<file path="config.mk">
export PLATFORM = sky130hd
export DESIGN_NAME = wrapper_ahb_reg_bridge
export DESIGN_NICKNAME = d
export VERILOG_FILES = /design/src/rtl/wrapper_ahb_reg_bridge.sv
export SDC_FILE = /design/constraint.sdc
export NUM_CORES = 1
export LEC_CHECK = 0
export ABC_AREA = 1
export CAP_MARGIN = 20
export CORE_UTILIZATION = 30
export DETAILED_ROUTE_END_ITERATION = 6
export HOLD_SLACK_MARGIN = 0.03
export PLACE_DENSITY = 0.79
export SLEW_MARGIN = 20
export SYNTH_ARGS = -nofsm -noshare
export SYNTH_HDL_FRONTEND = slang
export SYNTH_SLANG_ARGS = --single-unit
</file>
<file path="constraint.sdc">
create_clock -name hclk -period 1.5 [get_ports hclk]
set_input_delay 0.375 -clock hclk [delete_from_list [all_inputs] [get_ports hclk]]
set_output_delay 0.375 -clock hclk [all_outputs]
set_load 0.03 [all_outputs]
</file>
<file path="src/rtl/wrapper_ahb_reg_bridge.sv">
// AHB-Lite slave to register-interface bridge for accelerator wrappers.
// Each accepted transfer becomes a held read_en/write_en request that completes on
// rready/wready. Bad size/alignment, slverr and wait timeout give a two-cycle ERROR.
module wrapper_ahb_reg_bridge #(
    parameter int unsigned ADDRWIDTH = 12,
    parameter int unsigned DATAWIDTH = 32,
    parameter int unsigned TIMEOUT   = 256
) (
    input  logic                   hclk,
    input  logic                   hreset,
    input  logic                   hsels,
    input  logic [ADDRWIDTH-1:0]   haddrs,
    input  logic [1:0]             htranss,
    input  logic [2:0]             hsizes,
    input  logic                   hwrites,
    input  logic                   hreadys,
    input  logic [DATAWIDTH-1:0]   hwdatas,
    output logic                   hreadyouts,
    output logic                   hresps,
    output logic [DATAWIDTH-1:0]   hrdatas,
    output logic [ADDRWIDTH-1:0]   addr,
    output logic                   read_en,
    output logic                   write_en,
    output logic [DATAWIDTH/8-1:0] byte_strobe,
    output logic [DATAWIDTH-1:0]   wdata,
    input  logic [DATAWIDTH-1:0]   rdata,
    input  logic                   rready,
    input  logic                   wready,
    input  logic                   slverr
);

    localparam int unsigned STRBW = DATAWIDTH / 8;
    localparam int unsigned OFFW  = $clog2(STRBW);
    localparam int unsigned CNTW  = (TIMEOUT > 1) ? $clog2(TIMEOUT) : 1;
    localparam logic [CNTW-1:0] CNT_LAST = CNTW'((TIMEOUT == 0) ? 0 : TIMEOUT - 1);

    typedef enum logic [2:0] {
        ST_IDLE,
        ST_RD,
        ST_WR,
        ST_ERR1,
        ST_ERR2
    } state_t;

    state_t            state_q, state_d;
    logic [CNTW-1:0]   cnt_q, cnt_d;
    logic [ADDRWIDTH-1:0] addr_d;
    logic [STRBW-1:0]  strb_d;

    logic              accept_c;
    logic              bad_c;
    logic              misalign_c;
    logic [OFFW-1:0]   offset_c;
    logic [STRBW-1:0]  lanes_c;
    logic              decode_c;

    // Write data passes straight through in the data phase.
    assign wdata = hwdatas;

    // Address-phase decode: acceptance, size/alignment check and lane mask.
    always_comb begin
        accept_c   = hsels & hreadys & htranss[1];
        offset_c   = haddrs[OFFW-1:0];
        misalign_c = 1'b0;
        for (int i = 0; i < int'(OFFW); i++) begin
            if (3'(i) < hsizes) misalign_c = misalign_c | offset_c[i];
        end
        bad_c = (hsizes > 3'(OFFW)) | misalign_c;
        // A lane is enabled when it falls in the same size-aligned block as the offset.
        for (int b = 0; b < int'(STRBW); b++) begin
            lanes_c[b] = ((OFFW'(b) >> hsizes) == (offset_c >> hsizes)) & ~bad_c;
        end
    end

    // Next-state, counter and bus response logic.
    always_comb begin
        state_d    = state_q;
        cnt_d      = cnt_q;
        addr_d     = addr;
        strb_d     = byte_strobe;
        hreadyouts = 1'b1;
        hresps     = 1'b0;
        hrdatas    = '0;
        decode_c   = 1'b0;

        case (state_q)
            ST_IDLE: begin
                decode_c = 1'b1;
            end
            ST_RD: begin
                hreadyouts = 1'b0;
                if (rready) begin
                    if (slverr) begin
                        state_d = ST_ERR1;
                    end else begin
                        hreadyouts = 1'b1;
                        hrdatas    = rdata;
                        state_d    = ST_IDLE;
                        decode_c   = 1'b1;
                    end
                end else if (TIMEOUT != 0) begin
                    if (cnt_q == CNT_LAST) state_d = ST_ERR1;
                    else                   cnt_d   = cnt_q + CNTW'(1);
                end
            end
            ST_WR: begin
                hreadyouts = 1'b0;
                if (wready) begin
                    if (slverr) begin
                        state_d = ST_ERR1;
                    end else begin
                        hreadyouts = 1'b1;
                        state_d    = ST_IDLE;
                        decode_c   = 1'b1;
                    end
                end else if (TIMEOUT != 0) begin
                    if (cnt_q == CNT_LAST) state_d = ST_ERR1;
                    else                   cnt_d   = cnt_q + CNTW'(1);
                end
            end
            ST_ERR1: begin
                hresps     = 1'b1;
                hreadyouts = 1'b0;
                state_d    = ST_ERR2;
            end
            ST_ERR2: begin
                hresps   = 1'b1;
                state_d  = ST_IDLE;
                decode_c = 1'b1;
            end
            default: begin
                state_d = ST_IDLE;
            end
        endcase

        // A new transfer may start in any cycle that ends with hreadyouts high.
        if (decode_c && accept_c) begin
            addr_d = haddrs;
            strb_d = lanes_c;
            cnt_d  = '0;
            if (bad_c)        state_d = ST_ERR1;
            else if (hwrites) state_d = ST_WR;
            else              state_d = ST_RD;
        end
    end

    // State, counter, latched address phase and request enables.
    always_ff @(posedge hclk) begin
        if (hreset) begin
            state_q     <= ST_IDLE;
            cnt_q       <= '0;
            addr        <= '0;
            byte_strobe <= '0;
            read_en     <= 1'b0;
            write_en    <= 1'b0;
        end else begin
            state_q     <= state_d;
            cnt_q       <= cnt_d;
            addr        <= addr_d;
            byte_strobe <= strb_d;
            read_en     <= (state_d == ST_RD);
            write_en    <= (state_d == ST_WR);
        end
    end

endmodule
</file>
==> summary.txt <==
Status: finished with violations
Failing checks: negative setup slack
Core area: 0.00596 mm^2
Reg area: 587 um^2
Endpoint, Worst Hold: byte_strobe[3]
Final hold vios: 0
Final min period: 1.80 ns
Pre-Repair DR Iteration Count: 4
DRT iter0 DRCs: 45
VDD IR-drop max: 0.446 mV
Cell taking the most area after synthesis: dfxtp_1
Io pins: 173
Synth Instances: 296
Post-synthesis instance area: 0.00187 mm^2
M3 GR Usage: 4.83%
RSZ-0062 raised after global routing: true
CP Cell Sequence: inv_2, nor2_4, nand3_4, buf_4, buf_12, nor2_4, buf_6
FMAX: 556 MHz
Die width: 81.0 um
Reg2Reg Depth: 12
Routability congestion estimate: 0.813
Synth warn: 0
Hold/Removal Path Class: flop to flop
Filler Cell Count: 468
Rel. slew slack: 61.8%
Hold path depth: 2
Main synth FF type: dfxtp_1
Worst Setup Slack, final: -0.297 ns
Met2 global-route usage: 35.6%
Critical path's largest stage delay: 0.33 ns
Min-delay src: byte_strobe[3]
Fin crit share: 120%
Clk buf depth: 2
Async S/R FF share, synth: 0%
R2R Setup Slk: -0.08 ns
Total power: 2410 uW
Most used cell, CP: nor2_4
Hold Slack: 0.464 ns
CP arrival: 1.42 ns
Max FO, Critical Path: 8
CTS tree: done
Mapped Avg Cell Area: 6.32 um^2
Number of enable flip-flop cells after synthesis: 0
Pin slew with the least headroom to its limit: 0.573 ns
Worst-path clk slew: 0.06 ns
Share of layout cells above drive strength 1: 45.4%
Final max-slew violation count: 0
CP Class: flop to primary output
Die footprint: 0.00656 mm^2
DRT Wirelength: 6440 um
Worst-Skew Late Latency: 0.28 ns
First-pass GRT wire length: 8720 um
Final net count: 501
Crit path buf inv count: 4
CTS root buf: clkbuf_8
Port Buffers: 107
DRC: 0
Global Route Usage Sum: 17.4%
Overflow left after global routing: 0
CP delay by family, top: buffers and inverters
# rows: 28
Vias per inst: 4.53
Final setup violating endpoints: 50
Critical Path Source Type: flop
Via count: 2204
DR WL/cell: 13.2 um
Area contributors post-synth: dfxtp_1 (31%), nor2_1 (13%), buf_4 (13%)
Met1 Resource Use GR: 15.9%
MaxCap Viol Count: 0
Die height: 81.0 um
Crit. End Element: primary output
R2R Path Start: state_q[1]
Number of global-route vias before repair: 2014
Hpwl dp: 4170 um
Area of the multi-input gates: 0.00134 mm^2
Area delta synth->final: 108%
Final Skew: 0.00436 ns
FF-to-FF End: addr[0]
Sequential area share after synthesis: 31.0%
Distinct cells, synth: 26
Initial core utilization: 31.4%
Syn_nets: 386
Grt peak-use layer: met2
Power Dens Cells: 619 mW/mm^2
TritonCTS buffer count: 5
Post-DRT Antenna Nets: 0
Sink Count: 29
Ant diodes: 0
H-tree depth: 2
Largest net degree at the start of global routing: 14
Leak: 0.00177 uW
Slowest cell on crit path: dfxtp_2
FF+latch count, synth: 29
Initial antenna violation count: 0
Area fraction of the dominant cell type after synthesis: 31.0%
Required time of the worst setup path: 1.12 ns
==> how the worst max path moves through the flow <==
stage               startpoint          end  slack [ns]  cells past startpoint
detailed placement      rready   hrdatas[0]       -0.56                      7
finish              state_q[0]  hrdatas[10]       -0.30                      7
global placement        rready  hrdatas[21]       -0.55                      7
CTS                 state_q[0]   hrdatas[2]       -0.27                      7
global route        state_q[0]  hrdatas[10]       -0.35                      7
floorplan               rready  hrdatas[10]       -0.02                      5
==> registers in the layout, indices dropped and copies added, names as in the netlist <==
signal,flops
cnt_q,8
state_q,3
byte_strobe,4
read_en,1
write_en,1
addr,12
==> cells by family after synthesis <==
family                   Yosys count  share of synthesized area [%]
buffers and inverters             89                           25.2
AO/OA/AOI/OAI                     30                           8.56
XOR/XNOR                           5                           2.34
flip-flops                        29                           31.0
adder cells (fa/ha/maj)            1                          0.668
AND/OR/NAND/NOR                  142                           32.2
==> metrics by stage <==
step / setup WS (ns) / util [%] / cell area [um^2] / std cells / setup TNS [ns]
after detailed placement: -0.562 / 51.6 / 3070 / 457 / -27.73
after floorplan: -0.0196 / - / 2150 / 296 / -0.218
after global routing: -0.346 / 65.3 / 3890 / 487 / -12.78
after global placement: -0.551 / 51.6 / 3070 / 457 / -26.45
after CTS: -0.266 / 61.2 / 3650 / 482 / -8.20
final: -0.297 / 65.3 / 3890 / 487 / -9.33
==> synth_stat cells, types with 3 or more instances <==
cell type  count
nor2_2         3
a21oi_1       10
inv_1         47
o21ai_1       14
inv_2          3
nand3_1       12
dfxtp_1       29
nand2_2        4
nand2_1       48
o21ai_0        4
nor2_1        66
xor2_1         4
buf_4         32
==> power breakdown <==
part	internal, uW	switching [uW]	total (uW)
clock network	541	291	832
registers	801	21.0	822
logic	363	392	755
==> timing repair <==
item | in CTS | in global routing
gates resized for setup | 97 | 70
buffers inserted | 13 | 8
cloned | 4 | 1
pin swaps | 13 | 29
setup endpoints to repair | 80 | 62
hold buffers | 0 | 0
==> worst register-to-register path, stage by stage (launching register included) <==
cell,delay (ns)
dfxtp_2,0.36
buf_6,0.12
inv_8,0.04
nor2_4,0.16
nand3_4,0.08
buf_6,0.13
nand3_4,0.10
nand2_4,0.09
inv_6,0.09
nor2_4,0.06
buf_6,0.12
nand2_2,0.05
o21ai_1,0.06
==> final cells by class <==
class                   count  share of cell area [%]
inverters                  51                    5.37
well taps                  75                    2.41
repair buffers            145                    39.8
multi-input cells         179                    34.4
clock buffers               7                    2.22
clock inverters             1                   0.772
flip-flops and latches     29                    15.1
==> layer usage <==
| layer | share of wire (%) | routed length (um) |
|---|---|---|
| met1 | 32 | 2080 |
| met2 | 58 | 3730 |
| met3 | 8.1 | 524 |
| met4 | 1.7 | 108 |
| met5 | 0 | 0 |
==> cells in the final DEF (no fill, tap or decap), types with 5 or more instances in the layout <==
cell type / synthesis / layout
a21oi_2: 0 / 7
buf_4: 32 / 20
buf_6: 2 / 43
clkbuf_8: 0 / 6
clkdlybuf4s50_1: 0 / 50
dfxtp_1: 29 / 26
dlygate4sd2_1: 0 / 19
inv_1: 47 / 42
inv_2: 3 / 5
nand2_1: 48 / 33
nand2_2: 4 / 13
nand3_1: 12 / 8
nor2_1: 66 / 23
nor2_2: 3 / 11
nor2_4: 2 / 38
o21ai_1: 14 / 6
o21ai_2: 0 / 10
Power figures use the tool's default switching activity.
